<file path="config.mk">
export PLATFORM = sky130hd
export DESIGN_NAME = group_accum
export DESIGN_NICKNAME = d
export VERILOG_FILES = /design/src/rtl/group_pkg.sv /design/src/rtl/group_narrow.sv /design/src/rtl/group_accum.sv
export SDC_FILE = /design/constraint.sdc
export NUM_CORES = 1
export LEC_CHECK = 0
export BUFFER_PORTS_ARGS = -buffer_cell sky130_fd_sc_hd__buf_2
export CAP_MARGIN = 40
export CELL_PAD_IN_SITES_DETAIL_PLACEMENT = 1
export CELL_PAD_IN_SITES_GLOBAL_PLACEMENT = 1
export CORE_MARGIN = 2
export CORE_UTILIZATION = 46
export CTS_CLUSTER_DIAMETER = 30
export DETAILED_ROUTE_END_ITERATION = 7
export GPL_TIMING_DRIVEN = 0
export PLACE_DENSITY = 0.8
export SYNTH_ARGS = -nofsm -noshare
export SYNTH_HDL_FRONTEND = slang
export SYNTH_SLANG_ARGS = --single-unit
</file>
<file path="constraint.sdc">
create_clock -name clk -period 5.08 [get_ports clk]
set_clock_uncertainty 0.2 [all_clocks]
set_input_delay 1.016 -clock clk [delete_from_list [all_inputs] [get_ports clk]]
set_output_delay 1.016 -clock clk [all_outputs]
set_load 0.02 [all_outputs]
</file>
<file path="src/rtl/group_pkg.sv">
// group_pkg: shared types, default widths and sign-extension helper for group_accum.
// Latency: n/a (declarations only).
// Backpressure: n/a.
package group_pkg;

   // Window state: IDLE waits for the first term of a window, ACCUM collects the rest.
   typedef enum logic [0:0] {
      IDLE  = 1'b0,
      ACCUM = 1'b1
   } accum_state_t;

   localparam int NUM_WIDTH_DEF   = 16;
   localparam int ACC_WIDTH_DEF   = 32;
   localparam int LEN_WIDTH_DEF   = 16;
   localparam int SHIFT_WIDTH_DEF = 5;

   // Sign-extend the low w bits of v to 64 bits; callers cast down to their width.
   function automatic logic [63:0] sext(input logic [63:0] v, input int w);
      logic [63:0] r;
      r = v;
      for (int i = 0; i < 64; i++) begin
         if (i >= w) r[i] = v[w-1];
      end
      return r;
   endfunction

endpackage

</file>
<file path="src/rtl/group_narrow.sv">
// group_narrow: arithmetic right shift of the accumulator total, then narrow to NUM_WIDTH.
// Latency: combinational. Macro GROUP_ACCUM_SATURATE_EN selects clamping instead of wrapping.
// Backpressure: none (pure function of its inputs).
module group_narrow #(
   parameter int NUM_WIDTH   = 16,
   parameter int ACC_WIDTH   = 32,
   parameter int SHIFT_WIDTH = 5
) (
   input  logic [ACC_WIDTH-1:0]   total,
   input  logic [SHIFT_WIDTH-1:0] shift,
   output logic [NUM_WIDTH-1:0]   result
);

   logic signed [ACC_WIDTH-1:0] shifted;

   // Shift amounts at or beyond the accumulator width collapse to pure sign bits.
   always_comb begin
      shifted = $signed(total) >>> shift;
      if (int'(shift) >= ACC_WIDTH) begin
         shifted = {ACC_WIDTH{total[ACC_WIDTH-1]}};
      end
   end

`ifdef GROUP_ACCUM_SATURATE_EN
   // Bits from the output sign position upward must all agree for the value to fit.
   logic [ACC_WIDTH-NUM_WIDTH:0] upper;
   assign upper = shifted[ACC_WIDTH-1:NUM_WIDTH-1];

   // Clamp out-of-range totals to the most positive / most negative NUM_WIDTH value.
   always_comb begin
      if (upper == '0 || upper == '1) begin
         result = NUM_WIDTH'(shifted);
      end else if (shifted[ACC_WIDTH-1]) begin
         result = {1'b1, {(NUM_WIDTH-1){1'b0}}};
      end else begin
         result = {1'b0, {(NUM_WIDTH-1){1'b1}}};
      end
   end
`else
   // Wrapping narrow: keep the low NUM_WIDTH bits.
   assign result = NUM_WIDTH'(shifted);
`endif

endmodule

</file>
<file path="src/rtl/group_accum.sv">
// group_accum: sums cfg_len partial sums plus one bias per window, shifts and narrows (GROUP_ACCUM_SATURATE_EN = clamp).
// Latency: result valid the cycle after the final term of a window is accepted.
// Backpressure: only a window's final term stalls, while an unaccepted result is still held.
module group_accum
   import group_pkg::*;
#(
   parameter int NUM_WIDTH   = NUM_WIDTH_DEF,
   parameter int ACC_WIDTH   = ACC_WIDTH_DEF,
   parameter int LEN_WIDTH   = LEN_WIDTH_DEF,
   parameter int SHIFT_WIDTH = SHIFT_WIDTH_DEF
) (
   input  logic                   clk,
   input  logic                   rst,
   input  logic [LEN_WIDTH-1:0]   cfg_len,
   input  logic [NUM_WIDTH-1:0]   cfg_bias,
   input  logic [SHIFT_WIDTH-1:0] cfg_shift,
   input  logic                   up_val,
   output logic                   up_rdy,
   input  logic [NUM_WIDTH-1:0]   up_data,
   output logic                   dn_val,
   input  logic                   dn_rdy,
   output logic [NUM_WIDTH-1:0]   dn_data
);

   localparam logic [LEN_WIDTH-1:0] LEN_ONE = LEN_WIDTH'(1);

   // Bias is folded into the accumulator with the first term, so only the
   // length and shift need to be held for the rest of the window.
   accum_state_t                 state;
   logic [LEN_WIDTH-1:0]         cnt;
   logic [LEN_WIDTH-1:0]         len_r;
   logic [LEN_WIDTH-1:0]         len_eff;
   logic [SHIFT_WIDTH-1:0]       shift_r;
   logic [SHIFT_WIDTH-1:0]       shift_sel;
   logic signed [ACC_WIDTH-1:0]  acc;
   logic signed [ACC_WIDTH-1:0]  acc_next;
   logic signed [ACC_WIDTH-1:0]  term_ext;
   logic signed [ACC_WIDTH-1:0]  bias_ext;
   logic                         final_pending;
   logic                         beat;
   logic [NUM_WIDTH-1:0]         narrowed;

   // A zero length means a single-term window.
   assign len_eff  = (cfg_len == '0) ? LEN_ONE : cfg_len;
   assign term_ext = ACC_WIDTH'(sext(64'(up_data), NUM_WIDTH));
   assign bias_ext = ACC_WIDTH'(sext(64'(cfg_bias), NUM_WIDTH));

   // Next accumulator value, whether the presented term closes the window,
   // and which shift applies (live config on the first term, latched after).
   always_comb begin
      final_pending = 1'b0;
      acc_next      = acc;
      shift_sel     = shift_r;
      if (state == IDLE) begin
         final_pending = (len_eff == LEN_ONE);
         acc_next      = bias_ext + term_ext;
         shift_sel     = cfg_shift;
      end else begin
         final_pending = (cnt == len_r - LEN_ONE);
         acc_next      = acc + term_ext;
      end
   end

   // Stall only a closing term that would overwrite a result nobody has taken.
   assign up_rdy = !rst && !(final_pending && dn_val && !dn_rdy);
   assign beat   = up_val && up_rdy;

   group_narrow #(
      .NUM_WIDTH   (NUM_WIDTH),
      .ACC_WIDTH   (ACC_WIDTH),
      .SHIFT_WIDTH (SHIFT_WIDTH)
   ) u_narrow (
      .total  (acc_next),
      .shift  (shift_sel),
      .result (narrowed)
   );

   // Window counter, accumulator, state machine and output register.
   always_ff @(posedge clk) begin
      if (rst) begin
         state   <= IDLE;
         cnt     <= '0;
         acc     <= '0;
         len_r   <= '0;
         shift_r <= '0;
         dn_val  <= 1'b0;
         dn_data <= '0;
      end else begin
         if (beat && state == IDLE) begin
            len_r   <= len_eff;
            shift_r <= cfg_shift;
         end
         if (beat && final_pending) begin
            // A new result replaces any result taken this same cycle.
            state   <= IDLE;
            cnt     <= '0;
            acc     <= '0;
            dn_val  <= 1'b1;
            dn_data <= narrowed;
         end else begin
            if (beat) begin
               state <= ACCUM;
               cnt   <= cnt + LEN_ONE;
               acc   <= acc_next;
            end
            if (dn_val && dn_rdy) begin
               dn_val <= 1'b0;
            end
         end
      end
   end

endmodule
</file>
# Word-level counts from Yosys, hierarchy flattened
# Index checks and enable logic that the tools add are counted.
[classes] eq_ne=2 mul=0 shift=1 n_reduce_logical=13 add_sub_neg=4 div_mod_pow=0 n_mux=6 bitwise=1 magnitude_cmp=0
[ops] operator="$add 32x16->32" n=1
[ops] operator="$mux 32" n=1
[ops] operator="$sshr 32x5->16" n=1
[ops] operator="$add 16x16->17" n=1
[ops] operator="$add 16x1->16 const B" n=1
[ops] operator="$eq 16x1->1 const B" n=1
[ops] operator="$eq 16x16->1" n=1
[ops] operator="$logic_not 16->1" n=1
[ops] operator="$mux 16" n=1
[ops] operator="$sub 16x1->16 const B" n=1
[ops] operator="$logic_and 1x1->1" n=7
[ops] operator="$mux 5" n=1
[ops] operator="$logic_not 1->1" n=3
[ops] operator="$mux 1" n=3
[ops] operator="$reduce_bool 2->1" n=1
[ops] operator="$reduce_or 2->1" n=1
[ops] operator="$not 1->1" n=1
[word_totals] ramBits=0 elab_cells=34 romBits=0 latchBits=0 inputBits=57 regBits=87 out_inout_bits=18 mem_count=0

# Logic depth before layout (Yosys ltp)
[logic_depth] depth_word=11 mapped_depth=17 depth_no_buf=13

# Hierarchy
# Synthesis repeated with hierarchy kept, for this count alone.
[hier_totals] hier_cells=981 area_unflattened_um2=8408.1
[by_module_without_submodules] mod="group_accum" area_per_inst_um2=6538.8 n_inst=1 seq_area_each_um2=1741.7 cells_per_inst=814
[by_module_without_submodules] mod="group_narrow" area_per_inst_um2=1869.3 n_inst=1 seq_area_each_um2=0.0 cells_per_inst=167

# Least setup slack after synthesis
# Ideal clock, no wire load.
[synth_path] path_kind="input port to flip-flop" from="input cfg_bias[0]" to="register dn_data[2]" n_path_buf=0 setup_time_ps=120 t_required_ps=4760 slack_ps=908 arrival_ps=3853 cell_stages=12 path_cell_list="ha_1 -> fa_1 -> a211oi_1 -> o211ai_1 -> a2111oi_0 -> and4bb_2 -> o22ai_1 -> a211o_1 -> o22ai_1 -> o22a_1 -> a221o_1 -> o31a_1"
[synth_via] elab_chain_cells=3
[synth_lines] element="start, declared" line="group_accum.sv:15" rtl="input logic [NUM_WIDTH-1:0] cfg_bias,"
[synth_lines] element="$add 16x16->17" line="group_accum.sv:56" rtl="acc_next = bias_ext + term_ext;"
[synth_lines] element="$mux 32" line="group_accum.sv:54" rtl="if (state == IDLE) begin"
[synth_lines] element="$sshr 32x5->16" line="group_narrow.sv:18" rtl="shifted = $signed(total) >>> shift;"
[synth_lines] element="end signal, assigned" line="group_accum.sv:99" rtl="dn_data <= narrowed;"
[synth_lines] element="end, declared" line="group_accum.sv:22" rtl="output logic [NUM_WIDTH-1:0] dn_data"
# No other way between the ends.
# A chain may end at the register's enable or synchronous reset.

# Worst setup path in the final report
[layout_path] from="input cfg_bias[0]" to="register dn_data[1]"
# Same word-level chain as after synthesis.

==> impl_metrics.csv <==
group,metric,value,unit
die,die_w,145.0,um
layout,syn2layout_area_growth,11.55,%
clocking,clock_latency,0.37,ns
power,p_clk_share,28.1,%
sta,tightest_slew,0.9870,ns
placed_design,place_area,9849,sq um
layout,ff_latch_area,1742,sq um
sta,fin_hold_ws,0.2607,ns
placed_design,portBuffers,74,
die,dieArea,21010,sq um
synthesis,syn_inst,1247,
worst_setup_path,reg2reg_depth,9,
placed_design,place_congestion,0.9725,
worst_setup_path,path_max_fanout,10,
clocking,cts.htree.levels,3,
power,switchingPower,1.187,mW
layout,multiInputGateArea,7013,sq um
layout,fill_cells,2525,
worst_setup_path,r2r-start,"state",
power,power_frac_comb,44.6,%
synthesis,syn-cell-area,9140,sq um
worst_setup_path,path_class,"in -> reg",
worst_setup_path,worstReg2RegEnd,"dn_data[8]",
clocking,cts_tree,"yes",
synthesis,synth-edff-count,0,
die,ios,75,
synthesis,synthArstFlopShare,0,%
power,p_leak,4.029,nW
sta,hold_viol,0,
clocking,cts_setup_buffers,0,
detailed_routing,vias,10633,
global_routing,antenna_found_initial,0,
die,fp.dieH,145.0,um
power,p_sw_share,43.94,%
detailed_routing,drc,0,
detailed_routing,drt_iter0_drc,894,
die,initial_core_util,46.96,%
detailed_routing,vias_per_cell,6.633,
worst_setup_path,crit_slowest_cell,"a2111oi_2",
global_routing,grt_pass1_wl,58.59,mm
sta,rsz0062_at_grt,"false",
sta,fmax,0.2041,GHz
clocking,path_clk_slew,0.08,ns
layout,fin_nets,1441,
hold_path,holdPathEnd,"dn_data[10]",
die,fp-row-count,51,
worst_setup_path,slowest_delay,0.57,ns
synthesis,ys_ff_latch,87,
power,vdd_drop_max,0.0001536,V
clocking,clockBufferDepth,2,
synthesis,seq_area_frac_synth,19.06,%
die,coreArea,19460,sq um
global_routing,gr-total-overflow,0,
hold_path,hp-class,"reg -> reg",
sta,setup_violations,0,
clocking,clock-sinks,87,
hold_path,holdPathStages,2,
power,powerDensity,264.9,nW/um^2
worst_setup_path,required,5.16,ns
detailed_routing,firstDrtPassIters,5,
placed_design,place_inst,1587,
worst_setup_path,end_kind,"register",
detailed_routing,drtAntennaViolNets,0,
power,internal-power,1.514,mW
power,seqPwrFrac,27.3,%
placed_design,hpwlAfterDp,28.78,mm
flow_run,drv_cap,0,
synthesis,post_synth_num_cell_types,96,
synthesis,ys_warn_count,0,
worst_setup_path,crit_chain,"buf_2 > ha_1 > fa_1 > a211oi_1 > o211ai_1 > nand3_1 > and3_1 > clkbuf_1 > o221ai_1 > nor3_1 > a21oi_1 > a2111oi_2 > a221oi_1 > o21ai_0",
sta,drv_slew,0,
hold_path,hp-start,"dn_data[10]",
global_routing,grt_pass1_vias,10598,
worst_setup_path,crit_arrival,4.98,ns
power,total_power,2.701,mW
detailed_routing,totalWireLength,36.96,mm
clocking,cts_root_buf,"clkbuf_16",
detailed_routing,wire_per_inst,23.05,um
worst_setup_path,rrSetupSlack,0.26,ns
sta,relSlewSlack,33.37,%
worst_setup_path,start_kind,"primary input",
synthesis,syn-num-nets,1355,
sta,period_share,96.44,%
layout,layout_common_cells,"nor2_1, a21oi_1, nand2_1, buf_2, dfxtp_1",
global_routing,track_usage,34.46,%
layout,mostFrequentLayoutCell,"nor2_1",
synthesis,avgSynthCellArea,7.330,sq um
status,status,"completed",
layout,fin_cells,1603,
sta,period_minus_slack,4.899,ns
layout,diodes,0,
layout,design_area,10200,sq um
layout,final_layout_size_suffix_gt1_share,12.18,%
clocking,numCtsBuffers,9,
global_routing,grt_max_degree,19,
synthesis,synth_flop_cell,"dfxtp_1",
power groups by stage:
stage / combinational (mW) / clock (mW) / sequential (mW)
2_1_floorplan: 0.803 / 0 / 0.743
3_3_place_gp: 1.13 / 0 / 0.752
3_5_place_dp: 1.15 / 0 / 0.753
4_1_cts: 1.16 / 0.756 / 0.737
5_1_grt: 1.29 / 0.787 / 0.741
6_report: 1.20 / 0.759 / 0.737
cell type report:
cell class / count / share of cell area (%)
multi-input combinational: 1065 / 68.78
sequential: 87 / 17.08
tap: 265 / 3.252
buffer: 72 / 3.215
inverter: 23 / 0.8467
clock buffer: 9 / 2.209
clock inverter: 7 / 0.8835
timing repair buffer: 75 / 3.731
how the worst max path moves through the flow:
stage / from / to / slack [ns] / cells after the start
finish: cfg_bias[0] / dn_data[1] / 0.18 / 14
detailed placement: up_data[0] / dn_data[1] / -0.43 / 14
floorplan: cfg_bias[0] / dn_data[2] / 0.91 / 12
global route: cfg_bias[0] / dn_data[1] / 0.01 / 14
global placement: up_data[0] / dn_data[1] / -0.41 / 14
CTS: up_data[0] / dn_data[1] / 0.05 / 14
sequential cells by signal, summed over array words and instances (netlist names):
name     flops
acc         32
cnt         16
dn_data     16
len_r       16
shift_r      5
dn_val       1
state        1
critical path: cells and delay by family:
kind / cells / cell delay, ns
buffers and inverters: 2 / 0.55
adder cells (fa/ha/maj): 2 / 0.67
AO/OA/AOI/OAI: 7 / 1.88
AND/OR/NAND/NOR: 3 / 0.85
per-layer routing:
layer / share of wire [%] / global-route usage, % / vias to the layer above
met1: 43 / 44.69 / 5260
met2: 48 / 58.62 / 401
met4: 3.2 / 12.23 / 0
met5: 0 / 0 / -
met3: 6.3 / 4.591 / 89
li1: - / - / 4883
through the flow:
stage          TNS [ns]  setup slack, ns  utilization [%]
2_1_floorplan         0           0.9076                -
3_3_place_gp    -0.6110          -0.4145            50.57
3_5_place_dp     -1.040          -0.4286            50.61
4_1_cts               0          0.04791            52.23
5_1_grt               0          0.01010            52.39
6_report              0           0.1806            52.39
cell families (layout without fill, tap and decap cells):
kind of cell,after synthesis,after routing,synth area share [%]
xor+xnor,56,56,5.366
fa+ha+maj,51,51,7.146
simple gates,470,470,24.59
buf+inv,95,186,4.531
flops,87,87,19.06
compound gates,419,419,31.44
mux,69,69,7.871
cell usage after synthesis, types with 29 or more instances:
cell type / instances / area share [%]
xnor2_1: 37 / 3.5
nor2_1: 172 / 7.1
dfxtp_1: 87 / 19
a211oi_1: 37 / 3.0
ha_1: 49 / 6.7
clkbuf_1: 43 / 1.8
mux2i_1: 55 / 6.0
a21oi_1: 109 / 6.0
nand2_1: 107 / 4.4
nor3_1: 30 / 1.6
nand3_1: 29 / 1.6
o21ai_0: 68 / 3.7
timing repair:
item | 4_1_cts | 5_1_grt
hold buffers | 0 | 0
setup endpoints to repair | 1 | 4
gates resized for setup | 1 | 7
gates cloned | 0 | 0
No activity file was read; power rests on OpenSTA's default activity.
